$ cat config.mk
export PLATFORM = sky130hd
export DESIGN_NAME = bin_to_bcd_seq_flat
export DESIGN_NICKNAME = d
export VERILOG_FILES = /design/src/rtl/bin_to_bcd_seq_pkg.sv /design/src/rtl/bin_to_bcd_seq_if.sv /design/src/rtl/bin_to_bcd_seq_dabble_digit.sv /design/src/rtl/bin_to_bcd_seq.sv /design/src/flat_wrapper.sv
export SDC_FILE = /design/constraint.sdc
export NUM_CORES = 1
export LEC_CHECK = 0
export CAP_MARGIN = 25
export CORE_MARGIN = 5
export CORE_UTILIZATION = 40
export CTS_CLUSTER_DIAMETER = 100
export CTS_CLUSTER_SIZE = 14
export DETAILED_ROUTE_END_ITERATION = 16
export HOLD_SLACK_MARGIN = 0.08
export REMOVE_ABC_BUFFERS = 1
export SETUP_SLACK_MARGIN = 0.5
export SYNTH_ARGS = -nofsm -noshare
export SYNTH_HDL_FRONTEND = slang
export SYNTH_HIERARCHICAL = 1
export SYNTH_SLANG_ARGS = --single-unit
$ cat constraint.sdc
create_clock -name CLK -period 1.4 [get_ports CLK]
set_input_delay 0.35 -clock CLK [delete_from_list [all_inputs] [get_ports CLK]]
set_output_delay 0.35 -clock CLK [all_outputs]
set_load 0.005 [all_outputs]
$ cat src/rtl/bin_to_bcd_seq_pkg.sv
// Shared constants and types for the sequential binary-to-BCD converter.
// Sized for a four-digit display fed from a 14-bit binary count.
package bin_to_bcd_seq_pkg;

  localparam int BIN_W   = 14;
  localparam int DIGITS  = 4;
  localparam int BCD_W   = 4 * DIGITS;
  localparam int MAX_VAL = 9999;
  localparam int CNT_W   = $clog2(BIN_W);

  localparam logic [BCD_W-1:0] SAT_BCD = 16'h9999;
  localparam logic [BIN_W-1:0] MAX_BIN = BIN_W'(MAX_VAL);
  localparam logic [CNT_W-1:0] CNT_LAST = CNT_W'(BIN_W - 1);

  typedef enum logic {
    IDLE,
    SHIFT
  } state_t;

endpackage

$ cat src/rtl/bin_to_bcd_seq_if.sv
// Request/result bundle between a client and the BCD converter.
// master drives the request, slave returns the registered result.
interface bin_to_bcd_seq_if;
  import bin_to_bcd_seq_pkg::*;

  logic             Start;
  logic [BIN_W-1:0] Bin;
  logic [BCD_W-1:0] BCD;
  logic             Busy;
  logic             Done;
  logic             Overflow;

  modport master (
    output Start,
    output Bin,
    input  BCD,
    input  Busy,
    input  Done,
    input  Overflow
  );

  modport slave (
    input  Start,
    input  Bin,
    output BCD,
    output Busy,
    output Done,
    output Overflow
  );

endinterface

$ cat src/rtl/bin_to_bcd_seq_dabble_digit.sv
// One BCD digit corrector for shift-and-add-3.
// A digit of 5 or more would overflow past 9 when doubled, so add 3.
module dabble_digit (
  input  logic [3:0] din,
  output logic [3:0] dout
);

  assign dout = (din >= 4'd5) ? din + 4'd3 : din;

endmodule

$ cat src/rtl/bin_to_bcd_seq.sv
// Sequential binary-to-BCD converter, one bit per clock.
// Result registers update only on the Done edge, so displays never glitch.
module bin_to_bcd_seq (
  input  logic             CLK,
  input  logic             Reset,
  bin_to_bcd_seq_if.slave  bus
);
  import bin_to_bcd_seq_pkg::*;

  state_t           state, state_n;
  logic [CNT_W-1:0] cnt, cnt_n;
  logic [BIN_W-1:0] bin_sr, bin_n;
  logic [BCD_W-1:0] scr, scr_n;
  logic             ovf_pend, ovf_pend_n;
  logic [BCD_W-1:0] bcd_q, bcd_n;
  logic             busy_q, busy_n;
  logic             done_q, done_n;
  logic             ovf_q, ovf_n;

  logic [BCD_W-1:0] adj;
  logic [BCD_W-1:0] scr_sh;
  logic [BIN_W-1:0] bin_sh;
  logic             over;

  // Per-digit add-3 correction of the scratch register
  for (genvar d = 0; d < DIGITS; d++) begin : g_dab
    dabble_digit u_dab (
      .din  (scr[4*d +: 4]),
      .dout (adj[4*d +: 4])
    );
  end

  assign scr_sh = {adj[BCD_W-2:0], bin_sr[BIN_W-1]};
  assign bin_sh = {bin_sr[BIN_W-2:0], 1'b0};
  assign over   = bus.Bin > MAX_BIN;

  // State and datapath registers; reset wins over any request
  always_ff @(posedge CLK) begin
    if (Reset) begin
      state    <= IDLE;
      cnt      <= '0;
      bin_sr   <= '0;
      scr      <= '0;
      ovf_pend <= 1'b0;
      bcd_q    <= '0;
      busy_q   <= 1'b0;
      done_q   <= 1'b0;
      ovf_q    <= 1'b0;
    end else begin
      state    <= state_n;
      cnt      <= cnt_n;
      bin_sr   <= bin_n;
      scr      <= scr_n;
      ovf_pend <= ovf_pend_n;
      bcd_q    <= bcd_n;
      busy_q   <= busy_n;
      done_q   <= done_n;
      ovf_q    <= ovf_n;
    end
  end

  // Next-state: load on Start, shift BIN_W times, publish on the last
  always_comb begin
    state_n    = state;
    cnt_n      = cnt;
    bin_n      = bin_sr;
    scr_n      = scr;
    ovf_pend_n = ovf_pend;
    bcd_n      = bcd_q;
    busy_n     = busy_q;
    done_n     = 1'b0;
    ovf_n      = ovf_q;
    unique case (state)
      IDLE: begin
        if (bus.Start) begin
          bin_n      = over ? MAX_BIN : bus.Bin;
          ovf_pend_n = over;
          scr_n      = '0;
          cnt_n      = '0;
          busy_n     = 1'b1;
          state_n    = SHIFT;
        end
      end
      SHIFT: begin
        bin_n = bin_sh;
        scr_n = scr_sh;
        cnt_n = cnt + CNT_W'(1);
        if (cnt == CNT_LAST) begin
          bcd_n   = scr_sh;
          ovf_n   = ovf_pend;
          done_n  = 1'b1;
          busy_n  = 1'b0;
          cnt_n   = '0;
          state_n = IDLE;
        end
      end
      default: state_n = IDLE;
    endcase
  end

  assign bus.BCD      = bcd_q;
  assign bus.Busy     = busy_q;
  assign bus.Done     = done_q;
  assign bus.Overflow = ovf_q;

endmodule

$ cat src/flat_wrapper.sv
// flat-port wrapper written by rule: the top's interface ports become plain ports
module bin_to_bcd_seq_flat import bin_to_bcd_seq_pkg::*;
  (CLK, Reset, bus_Start, bus_Bin, bus_BCD, bus_Busy, bus_Done, bus_Overflow);
  bin_to_bcd_seq_if bus_i ();
  input  logic CLK;
  input  logic Reset;
  input wire logic [$bits(bus_i.Start)-1:0] bus_Start;
  input wire logic [$bits(bus_i.Bin)-1:0] bus_Bin;
  output wire logic [$bits(bus_i.BCD)-1:0] bus_BCD;
  output wire logic [$bits(bus_i.Busy)-1:0] bus_Busy;
  output wire logic [$bits(bus_i.Done)-1:0] bus_Done;
  output wire logic [$bits(bus_i.Overflow)-1:0] bus_Overflow;
  assign bus_i.Start = bus_Start;
  assign bus_i.Bin = bus_Bin;
  assign bus_BCD = bus_i.BCD;
  assign bus_Busy = bus_i.Busy;
  assign bus_Done = bus_i.Done;
  assign bus_Overflow = bus_i.Overflow;
  bin_to_bcd_seq u_core (.CLK(CLK), .Reset(Reset), .bus(bus_i));
endmodule
==> flow_summary.rst <==
.. list-table::
   :header-rows: 1

   * - Metric
     - Value
   * - Worst voltage drop across the vdd grid
     - 0.353 mV
   * - Final clock skew
     - between 0.006 and 0.007 ns
   * - Kind of path behind the tightest hold check
     - primary input to register
   * - Critical Path End Type
     - register
   * - Setup repair after global routing missed its margin
     - true
   * - Die height
     - 91.8 microns
   * - Die area
     - about 0.0084 sq mm
   * - TritonCTS clock tree
     - built
   * - Critical path origin
     - u_core/scr[5]
   * - Internal power
     - 2.13 mW
   * - Placed cell areas
     - around 0.0034 sq mm
   * - Vias after detailed routing
     - 2410
   * - Final hold violation count
     - 0
   * - Start-to-end type of the worst setup path
     - register to register
   * - Floorplan die width
     - 91.8 microns
   * - TritonCTS buffer count
     - 5
   * - Port Buffer Count
     - 35
   * - Detailed-router iteration count before antenna repair
     - 4
   * - Post-Synthesis Cells
     - 325
   * - FF-to-FF Start
     - u_core/scr[5]
   * - Final cycle utilization of the critical path
     - 102%
   * - Maximum number of pins on one net before global-route repair
     - 33
   * - Initial antenna violation count
     - 0
   * - Number of nets with antenna violations after detailed routing
     - 0
   * - Vias in the first global route
     - approximately 2.4k
   * - Layout Cell Area excl Fill
     - 0.00397 sq mm
   * - Clock sink total
     - 55
   * - Worst setup SP type
     - register
   * - Worst path arrival time
     - 1.67 ns
   * - Skew-Pair Late Insertion Delay
     - 0.31 ns
   * - Final worst setup slack
     - -0.0276 ns
   * - Worst setup path endpoint
     - u_core/bus.BCD[6]
   * - Leakage power summed over all cells
     - 1.60 nW
   * - Critical path fanouts, max
     - 3
   * - Fraction of final layout cells with drive strength greater than 1
     - between 40 and 50%
   * - Clock Power Share
     - a little over 30%
   * - Total Routed Length
     - 6680 microns
   * - Wire length of the first global-routing pass
     - about 11000 microns
   * - Max-capacitance violation count
     - 0
   * - Vias per cell
     - between 5 and 6
   * - Fmax
     - 700 MHz
   * - Combinational share of power
     - between 10 and 15%
   * - Result of the run
     - finished with violations
   * - Final count of negative-setup-slack endpoints
     - 1
   * - Commonest cells after routing, fill and taps aside
     - sky130_fd_sc_hd__nand2_1 (41), sky130_fd_sc_hd__a21oi_1 (39), sky130_fd_sc_hd__buf_4 (35)
   * - Area inside the core boundary
     - 0.00642 sq mm
   * - Max-slew violation count
     - 0
   * - Nets
     - 425
   * - Clock-pin slew on the worst setup and hold paths
     - 0.10 ns
   * - # DRC
     - 0
   * - Buffer cell driving the clock tree root
     - sky130_fd_sc_hd__clkbuf_8
   * - Number of design-rule violations left by the first detailed-router iteration
     - 119
   * - Share of power burned in registers
     - 57.1%
   * - Area of combinational cells with multiple inputs
     - 0.00176 sq mm
   * - Number of warnings reported in the yosys synthesis log
     - 6
   * - DP HPWL
     - 4210 microns
   * - Aggregate global-route resource usage
     - between 15 and 20%
   * - Violations in the final reports
     - setup timing
   * - Overflow left after global routing
     - 0
   * - Number of cells traversed by the worst hold path
     - 3
   * - Total net switching power
     - 725 uW
   * - Diodes inserted
     - 0
   * - Most common cell after layout, fill and taps aside
     - sky130_fd_sc_hd__nand2_1
   * - Initial Util
     - 41.7%
   * - Register-to-Register Setup Slack
     - -0.03 ns
   * - R2R Path End
     - u_core/bus.BCD[6]
   * - Final-layout setup total negative slack
     - -0.0276 ns
   * - Sequential cell area
     - 0.00114 sq mm
   * - Row cnt
     - 29
   * - Worst-case hold slack
     - between 0.4 and 0.5 ns
   * - Summed instance area of the synthesized netlist
     - 0.00268 sq mm
   * - Ports placed on the boundary
     - 36
   * - H-tree lvl count
     - 2
   * - Proportion of total power due to net switching
     - 25.4%
   * - Clock buffer depth
     - 2
   * - Post-Synthesis Mean Instance Area
     - a little over 8 sq um
   * - Worst Tran Pin Value
     - 0.370 ns
   * - Number of cell instances on the worst register-to-register path
     - 7
   * - Global placement routability congestion
     - 0.807
   * - Rel. slew slack
     - 75.3%
   * - Area added between synthesis and finish
     - 48.5%
   * - WL/cell
     - between 10 and 15 microns
   * - Areal power density over the cells
     - ~720 mW/mm^2
   * - Post-layout minimum cycle time
     - about 1.4 ns
   * - Layout fillers
     - between 500 and 600
   * - Critical path required time
     - about 1.6 ns
## power by group through the flow
stage	combinational, mW	clock, mW	sequential (mW)
global placement	0.324	0	1.67
detailed placement	0.326	0	1.67
floorplan	0.108	0	1.68
CTS	0.348	0.900	1.63
finish	0.356	0.870	1.63
global route	0.397	0.971	1.64
## final cells by class
class                      instances  share of cell area, %
timing repair buffer              85                   21.0
sequential                        55                   28.8
tap                               77                   2.42
inverter                          10                   1.26
clock buffer                       6                   1.83
clock inverter                     2                  0.315
multi-input combinational        241                   44.4
## metal layers
layer	vias to the layer above	share of wire [%]	track usage, %
li1	1239	-	-
met4	0	1.0	4.83
met5	-	0	0
met3	7	3.5	3.27
met2	41	50	28.2
met1	1123	46	19.2
## worst max-delay path: stages, from the launching register on
cell and delay, ns:
sky130_fd_sc_hd__dfxtp_2 0.36, sky130_fd_sc_hd__inv_4 0.05, sky130_fd_sc_hd__ha_4 0.14, sky130_fd_sc_hd__nand2b_4 0.15
sky130_fd_sc_hd__a21oi_4 0.17, sky130_fd_sc_hd__mux2i_1 0.27, sky130_fd_sc_hd__nand2_1 0.08, sky130_fd_sc_hd__a21oi_1 0.13
## through the flow
step	util (%)	std cells	power (mW)	worst slack (ns)
after floorplan	-	306	1.79	-0.818
after global placement	52.3	454	1.99	-0.270
after detailed placement	52.3	454	1.99	-0.303
after CTS	57.8	472	2.88	0.00991
after global routing	61.9	476	3.01	-0.0930
final	61.9	476	2.86	-0.0276
## worst min path at each step
stage	startpoint	endpoint	slack, ns
3_3_place_gp	u_core/bus.BCD[4]	u_core/bus.BCD[4]	0.44
3_5_place_dp	u_core/bus.BCD[5]	u_core/bus.BCD[5]	0.45
4_1_cts	bus_Bin[5]	u_core/bin_sr[5]	0.39
2_1_floorplan	Reset	u_core/bus.BCD[10]	0.41
5_1_grt	bus_Bin[5]	u_core/bin_sr[5]	0.40
6_report	bus_Bin[5]	u_core/bin_sr[5]	0.40
## sequential cells by signal, indices dropped and copies added (netlist names)
name                 count
u_core/cnt               4
u_core/scr              16
u_core/bus.Overflow      1
u_core/state             1
u_core/bus.Busy          1
u_core/bus.BCD          16
u_core/bin_sr           14
u_core/bus.Done          1
u_core/ovf_pend          1
## what timing repair did
item,4_1_cts,5_1_grt
gates cloned,1,1
endpoints found under the setup margin,74,74
hold buffers,0,0
gates resized for setup,166,53
setup buffers,9,3
pin swaps,27,29
Power figures use the tool's default switching activity.
